## src/rtl/apb_arb_pkg.sv

```systemverilog
// Shared types and constants for the APB GPIO arbiter.
package apb_arb_pkg;

    typedef enum logic [1:0] {
        IDLE   = 2'd0,
        SETUP  = 2'd1,
        ACCESS = 2'd2
    } state_t;

    localparam int APB_ADDR_W      = 4;
    localparam int APB_DATA_W      = 32;
    localparam int DEFAULT_TIMEOUT = 16;

    localparam logic [APB_DATA_W-1:0] ERR_RDATA = 32'hDEAD_BEEF;

endpackage

```

## src/rtl/apb_gpio_arbiter_rr_pick.sv

```systemverilog
// Round-robin pick: first pending requester strictly after last_grant_i, wrapping modulo NREQ.
module rr_pick
    import apb_arb_pkg::*;
#(
    parameter int NREQ = 2,
    parameter int IDXW = (NREQ > 1) ? $clog2(NREQ) : 1
) (
    input  logic [NREQ-1:0] req_valid_i,
    input  logic [IDXW-1:0] last_grant_i,
    output logic [NREQ-1:0] grant_oh_o,
    output logic [IDXW-1:0] grant_idx_o
);

    always_comb begin
        int              idx;
        logic [IDXW-1:0] pick;
        logic            found;
        grant_oh_o  = '0;
        grant_idx_o = '0;
        found       = 1'b0;
        idx         = 0;
        pick        = '0;
        for (int k = 1; k <= NREQ; k++) begin
            idx = int'(last_grant_i) + k;
            if (idx >= NREQ) begin
                idx = idx - NREQ;
            end
            pick = IDXW'(idx);
            if (!found && req_valid_i[pick]) begin
                found             = 1'b1;
                grant_oh_o[pick]  = 1'b1;
                grant_idx_o       = pick;
            end
        end
    end

endmodule

```

## src/rtl/apb_gpio_arbiter.sv

```systemverilog
// Round-robin APB master sharing one GPIO-class slave among NREQ requesters.
// Optional ACCESS watchdog enabled by defining ARB_TIMEOUT_EN.
module apb_gpio_arbiter
    import apb_arb_pkg::*;
#(
    parameter int NREQ        = 2,
    parameter int TIMEOUT_CYC = DEFAULT_TIMEOUT
) (
    input  logic                             PCLK,
    input  logic                             PRESET,
    input  logic [NREQ-1:0]                  req_valid,
    input  logic [NREQ-1:0]                  req_write,
    input  logic [NREQ-1:0][APB_ADDR_W-1:0]  req_addr,
    input  logic [NREQ-1:0][APB_DATA_W-1:0]  req_wdata,
    output logic [NREQ-1:0]                  req_ready,
    output logic [NREQ-1:0]                  rsp_valid,
    output logic [APB_DATA_W-1:0]            rsp_rdata,
    output logic                             rsp_err,
    output logic                             PSEL,
    output logic                             PENABLE,
    output logic                             PWRITE,
    output logic [APB_ADDR_W-1:0]            PADDR,
    output logic [APB_DATA_W-1:0]            PWDATA,
    input  logic [APB_DATA_W-1:0]            PRDATA,
    input  logic                             PREADY
);

    localparam int IDXW = $clog2(NREQ);

    if (NREQ < 2 || NREQ > 4) begin : g_bad_nreq
        $error("apb_gpio_arbiter: NREQ must be 2..4");
    end
    if (TIMEOUT_CYC < 1 || TIMEOUT_CYC > 31) begin : g_bad_timeout
        $error("apb_gpio_arbiter: TIMEOUT_CYC must fit the 5-bit watchdog (1..31)");
    end

    state_t                  state_q, state_d;
    logic [IDXW-1:0]         last_q, last_d;
    logic                    psel_q, psel_d;
    logic                    penable_q, penable_d;
    logic                    pwrite_q, pwrite_d;
    logic [APB_ADDR_W-1:0]   paddr_q, paddr_d;
    logic [APB_DATA_W-1:0]   pwdata_q, pwdata_d;
    logic [NREQ-1:0]         req_ready_q, req_ready_d;
    logic [NREQ-1:0]         rsp_valid_q, rsp_valid_d;
    logic [APB_DATA_W-1:0]   rsp_rdata_q, rsp_rdata_d;

    logic [NREQ-1:0]         grant_oh;
    logic [IDXW-1:0]         grant_idx;

`ifdef ARB_TIMEOUT_EN
    localparam logic [4:0] TO_LIMIT = 5'(TIMEOUT_CYC);
    logic [4:0] cnt_q, cnt_d;
    logic       rsp_err_q, rsp_err_d;
`endif

    rr_pick #(
        .NREQ (NREQ),
        .IDXW (IDXW)
    ) u_rr_pick (
        .req_valid_i  (req_valid),
        .last_grant_i (last_q),
        .grant_oh_o   (grant_oh),
        .grant_idx_o  (grant_idx)
    );

    always_comb begin
        state_d     = state_q;
        last_d      = last_q;
        psel_d      = psel_q;
        penable_d   = penable_q;
        pwrite_d    = pwrite_q;
        paddr_d     = paddr_q;
        pwdata_d    = pwdata_q;
        req_ready_d = '0;
        rsp_valid_d = '0;
        rsp_rdata_d = '0;
`ifdef ARB_TIMEOUT_EN
        cnt_d       = cnt_q;
        rsp_err_d   = 1'b0;
`endif
        case (state_q)
            IDLE: begin
                if (|req_valid) begin
                    state_d     = SETUP;
                    last_d      = grant_idx;
                    pwrite_d    = req_write[grant_idx];
                    paddr_d     = req_addr[grant_idx];
                    pwdata_d    = req_wdata[grant_idx];
                    req_ready_d = grant_oh;
                    psel_d      = 1'b1;
                    penable_d   = 1'b0;
                end
            end
            SETUP: begin
                state_d   = ACCESS;
                penable_d = 1'b1;
`ifdef ARB_TIMEOUT_EN
                cnt_d     = '0;
`endif
            end
            ACCESS: begin
                // last_q doubles as the index of the transfer in flight.
                if (PREADY) begin
                    state_d             = IDLE;
                    psel_d              = 1'b0;
                    penable_d           = 1'b0;
                    rsp_valid_d[last_q] = 1'b1;
                    rsp_rdata_d         = pwrite_q ? '0 : PRDATA;
                end
`ifdef ARB_TIMEOUT_EN
                else if (cnt_q + 5'd1 == TO_LIMIT) begin
                    state_d             = IDLE;
                    psel_d              = 1'b0;
                    penable_d           = 1'b0;
                    rsp_valid_d[last_q] = 1'b1;
                    rsp_rdata_d         = ERR_RDATA;
                    rsp_err_d           = 1'b1;
                end else begin
                    cnt_d = cnt_q + 5'd1;
                end
`endif
            end
            default: begin
                state_d   = IDLE;
                psel_d    = 1'b0;
                penable_d = 1'b0;
            end
        endcase
    end

    always_ff @(posedge PCLK or posedge PRESET) begin
        if (PRESET) begin
            state_q     <= IDLE;
            last_q      <= IDXW'(NREQ - 1);
            psel_q      <= 1'b0;
            penable_q   <= 1'b0;
            pwrite_q    <= 1'b0;
            paddr_q     <= '0;
            pwdata_q    <= '0;
            req_ready_q <= '0;
            rsp_valid_q <= '0;
            rsp_rdata_q <= '0;
        end else begin
            state_q     <= state_d;
            last_q      <= last_d;
            psel_q      <= psel_d;
            penable_q   <= penable_d;
            pwrite_q    <= pwrite_d;
            paddr_q     <= paddr_d;
            pwdata_q    <= pwdata_d;
            req_ready_q <= req_ready_d;
            rsp_valid_q <= rsp_valid_d;
            rsp_rdata_q <= rsp_rdata_d;
        end
    end

`ifdef ARB_TIMEOUT_EN
    always_ff @(posedge PCLK or posedge PRESET) begin
        if (PRESET) begin
            cnt_q     <= '0;
            rsp_err_q <= 1'b0;
        end else begin
            cnt_q     <= cnt_d;
            rsp_err_q <= rsp_err_d;
        end
    end
    assign rsp_err = rsp_err_q;
`else
    assign rsp_err = 1'b0;
`endif

    assign PSEL      = psel_q;
    assign PENABLE   = penable_q;
    assign PWRITE    = pwrite_q;
    assign PADDR     = paddr_q;
    assign PWDATA    = pwdata_q;
    assign req_ready = req_ready_q;
    assign rsp_valid = rsp_valid_q;
    assign rsp_rdata = rsp_rdata_q;

endmodule

```

## config.mk

```make
export PLATFORM = sky130hd
export DESIGN_NAME = apb_gpio_arbiter
export DESIGN_NICKNAME = d
export VERILOG_FILES = /design/src/rtl/apb_arb_pkg.sv /design/src/rtl/apb_gpio_arbiter_rr_pick.sv /design/src/rtl/apb_gpio_arbiter.sv
export SDC_FILE = /design/constraint.sdc
export NUM_CORES = 1
export LEC_CHECK = 0
export CORE_MARGIN = 8
export CORE_UTILIZATION = 42
export DETAILED_ROUTE_END_ITERATION = 8
export PLACE_DENSITY = 0.88
export SYNTH_ARGS = -nofsm -noshare
export SYNTH_HDL_FRONTEND = slang
export SYNTH_HIERARCHICAL = 1
export SYNTH_SLANG_ARGS = --single-unit
export TNS_END_PERCENT = 50
```

## constraint.sdc

```tcl
create_clock -name PCLK -period 3.85 [get_ports PCLK]
set_input_delay 0.77 -clock PCLK [delete_from_list [all_inputs] [get_ports PCLK]]
set_output_delay 0.77 -clock PCLK [all_outputs]
set_load 0.02 [all_outputs]
```

# Yosys cells after proc, flatten, opt, wreduce, memory -nomap -nowiden
# Index checks and enable logic that the tools add are counted.
dict set report word_totals {
  regBits 78
  inputBits 111
  out_inout_bits 76
  word_cells 77
}
dict set report op_classes {
  n_addsub 4
  order_cmp 9
  eq_ne 4
  n_mux 38
  bitwise_logic 2
  n_reduce_logical 10
}
# operator n
set op_table {}
lappend op_table {{$mux W32} 5}
lappend op_table {{$mux W1} 17}
lappend op_table {{$mux W2} 8}
lappend op_table {{$lt A1 B2 Y1 const B} 4}
lappend op_table {{$mux W4} 2}
lappend op_table {{$pmux W1 S3} 2}
lappend op_table {{$pmux W2 S3} 1}
lappend op_table {{$logic_and A1 B1 Y1} 4}
lappend op_table {{$ne A2 B2 Y1 const B} 2}
lappend op_table {{$reduce_and A2 Y1} 2}
lappend op_table {{$add A1 B2 Y3 const B} 1}
lappend op_table {{$demux W1 S1} 3}
lappend op_table {{$ge A1 B1 Y1 const B} 3}
lappend op_table {{$ge A3 B2 Y1 const B} 1}
lappend op_table {{$reduce_and A3 Y1} 1}
lappend op_table {{$add A1 B1 Y2 const B} 1}
lappend op_table {{$eq A2 B1 Y1 const B} 1}
lappend op_table {{$eq A2 B2 Y1 const B} 1}
lappend op_table {{$ge A2 B2 Y1 const B} 1}
lappend op_table {{$logic_not A2 Y1} 1}
lappend op_table {{$or A2 B2 Y2} 1}
lappend op_table {{$reduce_or A2 Y1} 1}
lappend op_table {{$sub A1 B1 Y1 const B} 2}
lappend op_table {{$logic_not A1 Y1} 1}
lappend op_table {{$not A1 Y1} 1}

# Longest topological paths before layout
# Gate-level depths: netlist of the first run.
dict set report logic_depth {
  depth_word 12
  ltp_mapped 5
  depth_no_buf 3
}

# Cells and area by module
# The synthesis of the first run kept the hierarchy.
# mod n_inst cells_per_inst area_each_um2 seq_area_each_um2
set by_module_without_submodules {}
lappend by_module_without_submodules {apb_gpio_arbiter 1 212 3309.4 1928.1}
lappend by_module_without_submodules {rr_pick 1 4 26.3 0.0}

# Least setup slack after synthesis of the first run
# OpenSTA, ideal clock, no wires.
dict set report synth_timing {
  path_kind {input-to-reg}
  start {input req_valid[1]}
  end {register paddr_q[0] (netlist: PADDR[0])}
  setup_ns 0.125
  arrival_ns 1.898
  required_time_ns 3.725
  slack_ns 1.827
  cell_stages 5
  path_buffers 2
  path_cell_list {a21boi_0 -> buf_6 -> buf_6 -> mux2_4 -> mux2_4}
}
dict set report synth_between {
  elab_chain_cells 8
}
# element line
set synth_rtl {}
lappend synth_rtl {{start, declared} apb_gpio_arbiter.sv:11} ;# input logic [NREQ-1:0] req_valid,
lappend synth_rtl {{$mux W1 (implied by the code) (2 in series)} apb_gpio_arbiter_rr_pick.sv:29} ;# if (!found && req_valid_i[pick]) begin
lappend synth_rtl {{$mux W1} apb_gpio_arbiter_rr_pick.sv:29}
lappend synth_rtl {{$logic_not A1 Y1} apb_gpio_arbiter_rr_pick.sv:29}
lappend synth_rtl {{$logic_and A1 B1 Y1} apb_gpio_arbiter_rr_pick.sv:29}
lappend synth_rtl {{$mux W1} apb_gpio_arbiter_rr_pick.sv:29}
lappend synth_rtl {{$mux W4 (implied by the code) (2 in series)} apb_gpio_arbiter.sv:88} ;# paddr_d = req_addr[grant_idx];
lappend synth_rtl {{end signal, assigned} apb_gpio_arbiter.sv:150} ;# paddr_q <= paddr_d;
lappend synth_rtl {{end, declared} apb_gpio_arbiter.sv:42} ;# logic [APB_ADDR_W-1:0] paddr_q, paddr_d;
# Several ways; a longest one is shown, not always the timed one. The select of a mux whose other input is x is not followed.
# A chain may end at the register's enable or synchronous reset.

# Worst setup path in the final report of the first run
dict set report layout_timing {
  start {input req_valid[1]}
  end {register pwdata_q[14] (netlist: PWDATA[14])}
}
dict set report layout_between {
  elab_chain_cells 8
}
# element line
set layout_rtl {}
lappend layout_rtl {{$mux W1 (implied by the code) (2 in series)} apb_gpio_arbiter_rr_pick.sv:29}
lappend layout_rtl {{$mux W1} apb_gpio_arbiter_rr_pick.sv:29}
lappend layout_rtl {{$logic_not A1 Y1} apb_gpio_arbiter_rr_pick.sv:29}
lappend layout_rtl {{$logic_and A1 B1 Y1} apb_gpio_arbiter_rr_pick.sv:29}
lappend layout_rtl {{$mux W1 (*)} apb_gpio_arbiter_rr_pick.sv:29}
lappend layout_rtl {{named net grant_idx} apb_gpio_arbiter.sv:49} ;# logic [IDXW-1:0] grant_idx;
lappend layout_rtl {{$mux W32 (implied by the code) (*) (2 in series)} apb_gpio_arbiter.sv:89} ;# pwdata_d = req_wdata[grant_idx];
lappend layout_rtl {{end signal, assigned} apb_gpio_arbiter.sv:151} ;# pwdata_q <= pwdata_d;
lappend layout_rtl {{end, declared} apb_gpio_arbiter.sv:43} ;# logic [APB_DATA_W-1:0] pwdata_q, pwdata_d;
# The timed path passes the listed nets; every way through them passes the cells marked *. The select of a mux whose other input is x is not followed.

==> qor.yml, run 1 <==
pwr:
  vdd_drop_max_v: 0.000375
  power.density_mw_per_mm2: 640
  p_leak_nw: 2.41
global_route:
  grt_pass1_wl_um: 15200
  antenna_found_initial: 0
  grt_start_max_net_pins: 33
  grt_pass1_vias: 2820
  grtUsageTotal_pct: 17.4
  grt_overflow: 0
clock_network:
  clkTransAtPathRegs_ns: 0.07
  ctsHoldBuffers: 0
  htreeDepth: 3
  numCtsBuffers: 9
  cts_tree: "done"
  cts_root_buf: "clkbuf_8"
  cts.path.max_buffers: 2
  postCtsResizedCells: 0
  clock_sinks: 77
  cts_setup_buffers: 0
  clk_latency_ns: 0.33
timing:
  rsz0062_at_grt: "false"
  hold_viol: 0
  min_period_ns: 2.50
  fin_ws_ns: 1.35
  relSlewSlack_pct: 64.7
  clock_skew_ns: 0.0137
  worst_pin_slew_ns: 0.528
  fin_crit_sh_pct: 65.0
  finalMaxSlewViolations: 0
  max_freq_mhz: 400
  finalSetupTns_ns: 0
  setup_viol: 0
finish:
  diodes: 0
  fin_nets: 517
  drive_above_1_share_pct: 24.1
  syn2layout_area_growth_pct: 64.4
synthesis:
  ys_seq_area_share_pct: 57.8
  synth_warnings: 6
  syn_area_per_cell_um2: 15.4
  syn-num-nets: 327
  netlist_area_mm2: 0.00334
  syn_inst: 216
  ys_ff_latch: 77
  synth_cell_type_count: 19
floorplanning:
  core_area_mm2: 0.00773
  boundaryPins: 187
  chipWidth_um: 105
  die_h_um: 105
  die_area_mm2: 0.0111
  std_cell_rows: 32
  initial_core_util_pct: 43.2
setup_path:
  arrival_ns: 2.71
  crit_path_end_kind: "flip-flop"
  worstPathRequired_ns: 4.06
  path_class: "input port to flip-flop"
  cp-startpoint: "req_valid[1]"
  path_max_fanout: 29
  worstReg2RegStart: "last_q"
  start_kind: "input port"
  r2r_setup_slack_ns: 1.93
detailed_routing:
  vias_per_cell: 4.63
  drc: 0
  vias: 2376
  postRouteWirelength_um: 9470
  avgRoutedWirePerCell_um: 18.5
  first_iter_violations: 61
  detail-route-antenna-nets: 0
  drtPass1Iterations: 4
hold_path:
  hold_path.startpoint: "PSEL"
  hold_path.class: "flip-flop to flip-flop"
run_status:
  status: "finished clean"
placement:
  place.gp.congestion: 0.717
  dp_slack_ns: 1.02
  numPortBuffers: 185
  dp_hpwl_um: 7420
job:
  drv_cap: 0
power by group:
part | switching (W) | leakage, nW | internal, W | total, W
combinational | 0.000720 | 1.34 | 0.000950 | 0.00167
clock | 0.000291 | 0.0959 | 0.000319 | 0.000610
sequential | 0.000156 | 0.976 | 0.00107 | 0.00123
critical path, stage by stage:
cell and delay (ns):
clkdlybuf4s50_1 0.52, a21boi_4 0.50, buf_12 0.28, mux2_2 0.36
mux2_2 0.26
cells by family (layout without fill, tap and decap cells):
family | after synthesis | after routing | share of synthesized area, %
buffers and inverters | 16 | 211 | 3.53
other | 1 | 1 | 0.112
AOI/OAI and AO/OA | 6 | 6 | 1.20
and+or+nand+nor | 41 | 41 | 7.76
muxes | 75 | 75 | 29.6
DFF | 77 | 77 | 57.8
area by class of cell:
class | count | area, µm²
clock buffers | 11 | 141
repair buffers | 191 | 1910
flip-flops and latches | 77 | 1930
well taps | 102 | 128
clock inverters | 5 | 58.8
fillers | 557 | 2240
multi-input cells | 123 | 1300
inverters | 4 | 16.3
layer usage:
| layer | vias up | part of all wire (%) | track usage [%] | routed length, µm |
|---|---|---|---|---|
| li1 | 1104 | - | - | - |
| met4 | 0 | 1.8 | 5.61 | 166 |
| met5 | - | 0 | 0 | 0 |
| met2 | 105 | 54 | 32.0 | 5130 |
| met3 | 11 | 8.2 | 6.45 | 772 |
| met1 | 1156 | 36 | 17.9 | 3400 |
per-stage QoR:
stage,instances,util [%],hold WS [ns],total power [W],cell area [µm²]
final,513,71.0,0.483,0.00351,5480
after floorplan,216,-,0.481,0.00219,3340
after detailed placement,497,68.4,0.469,0.00293,5280
after CTS,513,71.0,0.490,0.00356,5480
after global routing,513,71.0,0.517,0.00370,5480
after global placement,497,68.4,0.461,0.00288,5280
state kept, by name (all words and copies together) (netlist names):
register   count
state_q        2
last_q         1
req_ready      2
PWRITE         1
rsp_rdata     32
PWDATA        32
rsp_valid      2
PSEL           1
PADDR          4
synth_stat cells:
| library cell | number | share of area (%) |
|---|---|---|
| dfrtp_1 | 76 | 57 |
| mux2_4 | 38 | 17 |
| mux2_2 | 36 | 12 |
| and2_1 | 34 | 6.4 |
| buf_6 | 6 | 2.0 |
| inv_1 | 4 | 0.45 |
| nor2_1 | 4 | 0.45 |
| clkbuf_2 | 3 | 0.45 |
| a21boi_0 | 2 | 0.45 |
| buf_4 | 2 | 0.45 |
| nand3b_1 | 2 | 0.45 |
| o21ai_0 | 2 | 0.30 |
| a21boi_1 | 1 | 0.23 |
| a21o_1 | 1 | 0.23 |
| buf_2 | 1 | 0.15 |
| conb_1 | 1 | 0.11 |
| dfstp_2 | 1 | 0.79 |
| mux2_1 | 1 | 0.34 |
| nor3_4 | 1 | 0.49 |
layout by cell type (no fill, tap or decap):
cell               n
conb_1             1
o21ai_0            2
a21boi_0           1
a21boi_1           1
and2_1            34
mux2_1             1
mux2_2            36
nand3b_1           2
inv_1              3
bufinv_16          1
nor3_4             1
mux2_4            38
nor2_1             4
a21boi_4           1
inv_6              1
clkbuf_1           1
clkinvlp_4         2
buf_12             1
dfstp_2            1
clkbuf_8          10
dfrtp_1           76
a21o_1             1
clkdlybuf4s50_1  185
buf_4              5
clkinv_2           2
worst paths after layout:
check,end,depth (start not counted)
setup / recovery,PWDATA[14],5
setup reg to reg,PWDATA[14],4
hold / removal,PSEL,1
hold reg to reg,PSEL,1
min in group asynchronous,rsp_rdata[2],2
max in group asynchronous,PWDATA[7],3
Power figures use the tool's default switching activity.
==> run 2, diff against run 1 <==
- CORE_UTILIZATION: 42 -> 39
- PLACE_DENSITY: 0.88 -> 0.82
- clock period: 3.85 -> 2.5 ns (I/O delays scaled with it)
==> qor.yml, run 2 (synthesized netlist as in run 1, its figures left out) <==
run_status:
  status: "finished clean"  # unchanged
finish:
  fin_nets: 519  # was 517
  drive_above_1_share_pct: 24.5  # was 24.1%
  fin_area_mm2: 0.00552  # was 0.00548 mm²
  syn2layout_area_growth_pct: 65.3  # was 64.4%
  diodes: 0  # unchanged
  final_cell_mix: "clkdlybuf4s50_1 (185), dfrtp_1 (76), mux2_4 (38)"  # unchanged
  final_common_cell: "clkdlybuf4s50_1"  # unchanged
floorplanning:
  boundaryPins: 187  # unchanged
  std_cell_rows: 33  # was 32
  die_area_mm2: 0.0118  # was 0.0111 mm²
  die_h_um: 108  # was 105 µm
  initial_core_util_pct: 40.4  # was 43.2%
  chipWidth_um: 108  # was 105 µm
  core_area_mm2: 0.00826  # was 0.00773 mm²
timing:
  clock_skew_ns: 0.0117  # was 0.0137 ns
  finalSetupTns_ns: 0  # unchanged
  fin_crit_sh_pct: 80.9
  finalMaxSlewViolations: 0  # unchanged
  setup_viol: 0  # unchanged
  min_period_ns: 2.02
  hold_viol: 0  # unchanged
  rsz0062_at_grt: "false"  # unchanged
  fin_ws_ns: 0.477  # was 1.35 ns
  max_freq_mhz: 494
setup_path:
  path_class: "input port to flip-flop"  # unchanged
  rr_worst_depth: 4  # unchanged
  crit_path_end_kind: "flip-flop"  # unchanged
  path_max_fanout: 24  # was 29
  reg2reg_to: "PWDATA[2]"  # was PWDATA[14]
  worstReg2RegStart: "last_q"  # unchanged
  start_kind: "input port"  # unchanged
  r2r_setup_slack_ns: 0.83  # was 1.93 ns
  arrival_ns: 2.24  # was 2.71 ns
  worstPathRequired_ns: 2.72  # was 4.06 ns
clock_network:
  cts.path.max_buffers: 2  # unchanged
  cts_root_buf: "clkbuf_8"  # unchanged
  cts_tree: "done"  # unchanged
  ctsHoldBuffers: 0  # unchanged
  cts_setup_buffers: 0  # unchanged
  clk_latency_ns: 0.34  # was 0.33 ns
  htreeDepth: 3  # unchanged
  clock_sinks: 77  # unchanged
  postCtsResizedCells: 0  # unchanged
  clkTransAtPathRegs_ns: 0.08  # was 0.07 ns
  numCtsBuffers: 9  # unchanged
global_route:
  grt_pass1_vias: 2681  # was 2820
  grt_overflow: 0  # unchanged
  grt_start_max_net_pins: 38  # was 33
  grt_pass1_wl_um: 14300  # was 15200 µm
  grtUsageTotal_pct: 15.7  # was 17.4%
  antenna_found_initial: 0  # unchanged
detailed_routing:
  postRouteWirelength_um: 9240  # was 9470 µm
  avgRoutedWirePerCell_um: 17.9  # was 18.5 µm
  vias: 2380  # was 2376
  drc: 0  # unchanged
  vias_per_cell: 4.60  # was 4.63
  first_iter_violations: 55  # was 61
  drtPass1Iterations: 4  # unchanged
  detail-route-antenna-nets: 0  # unchanged
pwr:
  finalPower_w: 0.00538  # was 0.00351 W
  power.density_mw_per_mm2: 975  # was 640 mW/mm²
  p_leak_nw: 2.41  # about the same
  vdd_drop_max_v: 0.000498  # was 0.000375 V
placement:
  place.gp.congestion: 0.681  # was 0.717
  place_area_mm2: 0.00533  # was 0.00528 mm²
  dp_hpwl_um: 7250  # was 7420 µm
  numPortBuffers: 185  # unchanged
  dp_slack_ns: 0.140  # was 1.02 ns
job:
  drv_cap: 0  # unchanged
hold_path:
  hold_path.class: "input port to asynchronous set/reset pin"  # was flip-flop to flip-flop
## run 2: metal layers
| metal | vias up | GRT usage (%) | wire (µm) |
|---|---|---|---|
| li1 | 1113 | - | - |
| met4 | 0 | 4.69 | 87 |
| met1 | 1149 | 17.0 | 3430 |
| met3 | 6 | 8.92 | 1220 |
| met5 | - | 0 | 0 |
| met2 | 112 | 25.7 | 4500 |
## run 2: critical path, cell delays in order
cell and delay, ns:
clkdlybuf4s50_1 0.54, a21boi_4 0.33, buf_12 0.24, mux2_2 0.36
mux2_2 0.26
## run 2: power breakdown
part	total [W]	internal [W]	switching [W]
Sequential	0.00188	0.00165	0.000229
Combinational	0.00260	0.00149	0.00111
Clock	0.000896	0.000453	0.000443
Total	0.00538	0.00360	0.00178
## run 2: final cells by class
type                       count  area [µm²]
clock buffer                   9         124
clock inverter                 6        65.1
fill                         611        2740
inverter                       4        16.3
multi-input combinational    123        1300
sequential                    77        1930
tap                          105         131
timing repair buffer         193        1950
## run 2: through the flow
stage               utilization (%)  hold slack (ns)  std cells
detailed placement             64.5            0.474        502
global placement               64.5            0.468        502
global route                   66.8            0.492        517
floorplan                         -            0.481        216
CTS                            66.8            0.468        517
finish                         66.8            0.473        517
## run 2: how the worst max path moves through the flow
stage,start,end,slack [ns],cells past startpoint
2_1_floorplan,PRESET,PADDR[0],0.03,1
3_3_place_gp,req_valid[1],PWDATA[12],0.20,5
3_5_place_dp,req_valid[1],PWDATA[2],0.14,5
4_1_cts,state_q[1],PENABLE,0.49,1
5_1_grt,req_valid[1],PWDATA[6],0.45,5
6_report,req_valid[1],PWDATA[2],0.48,5
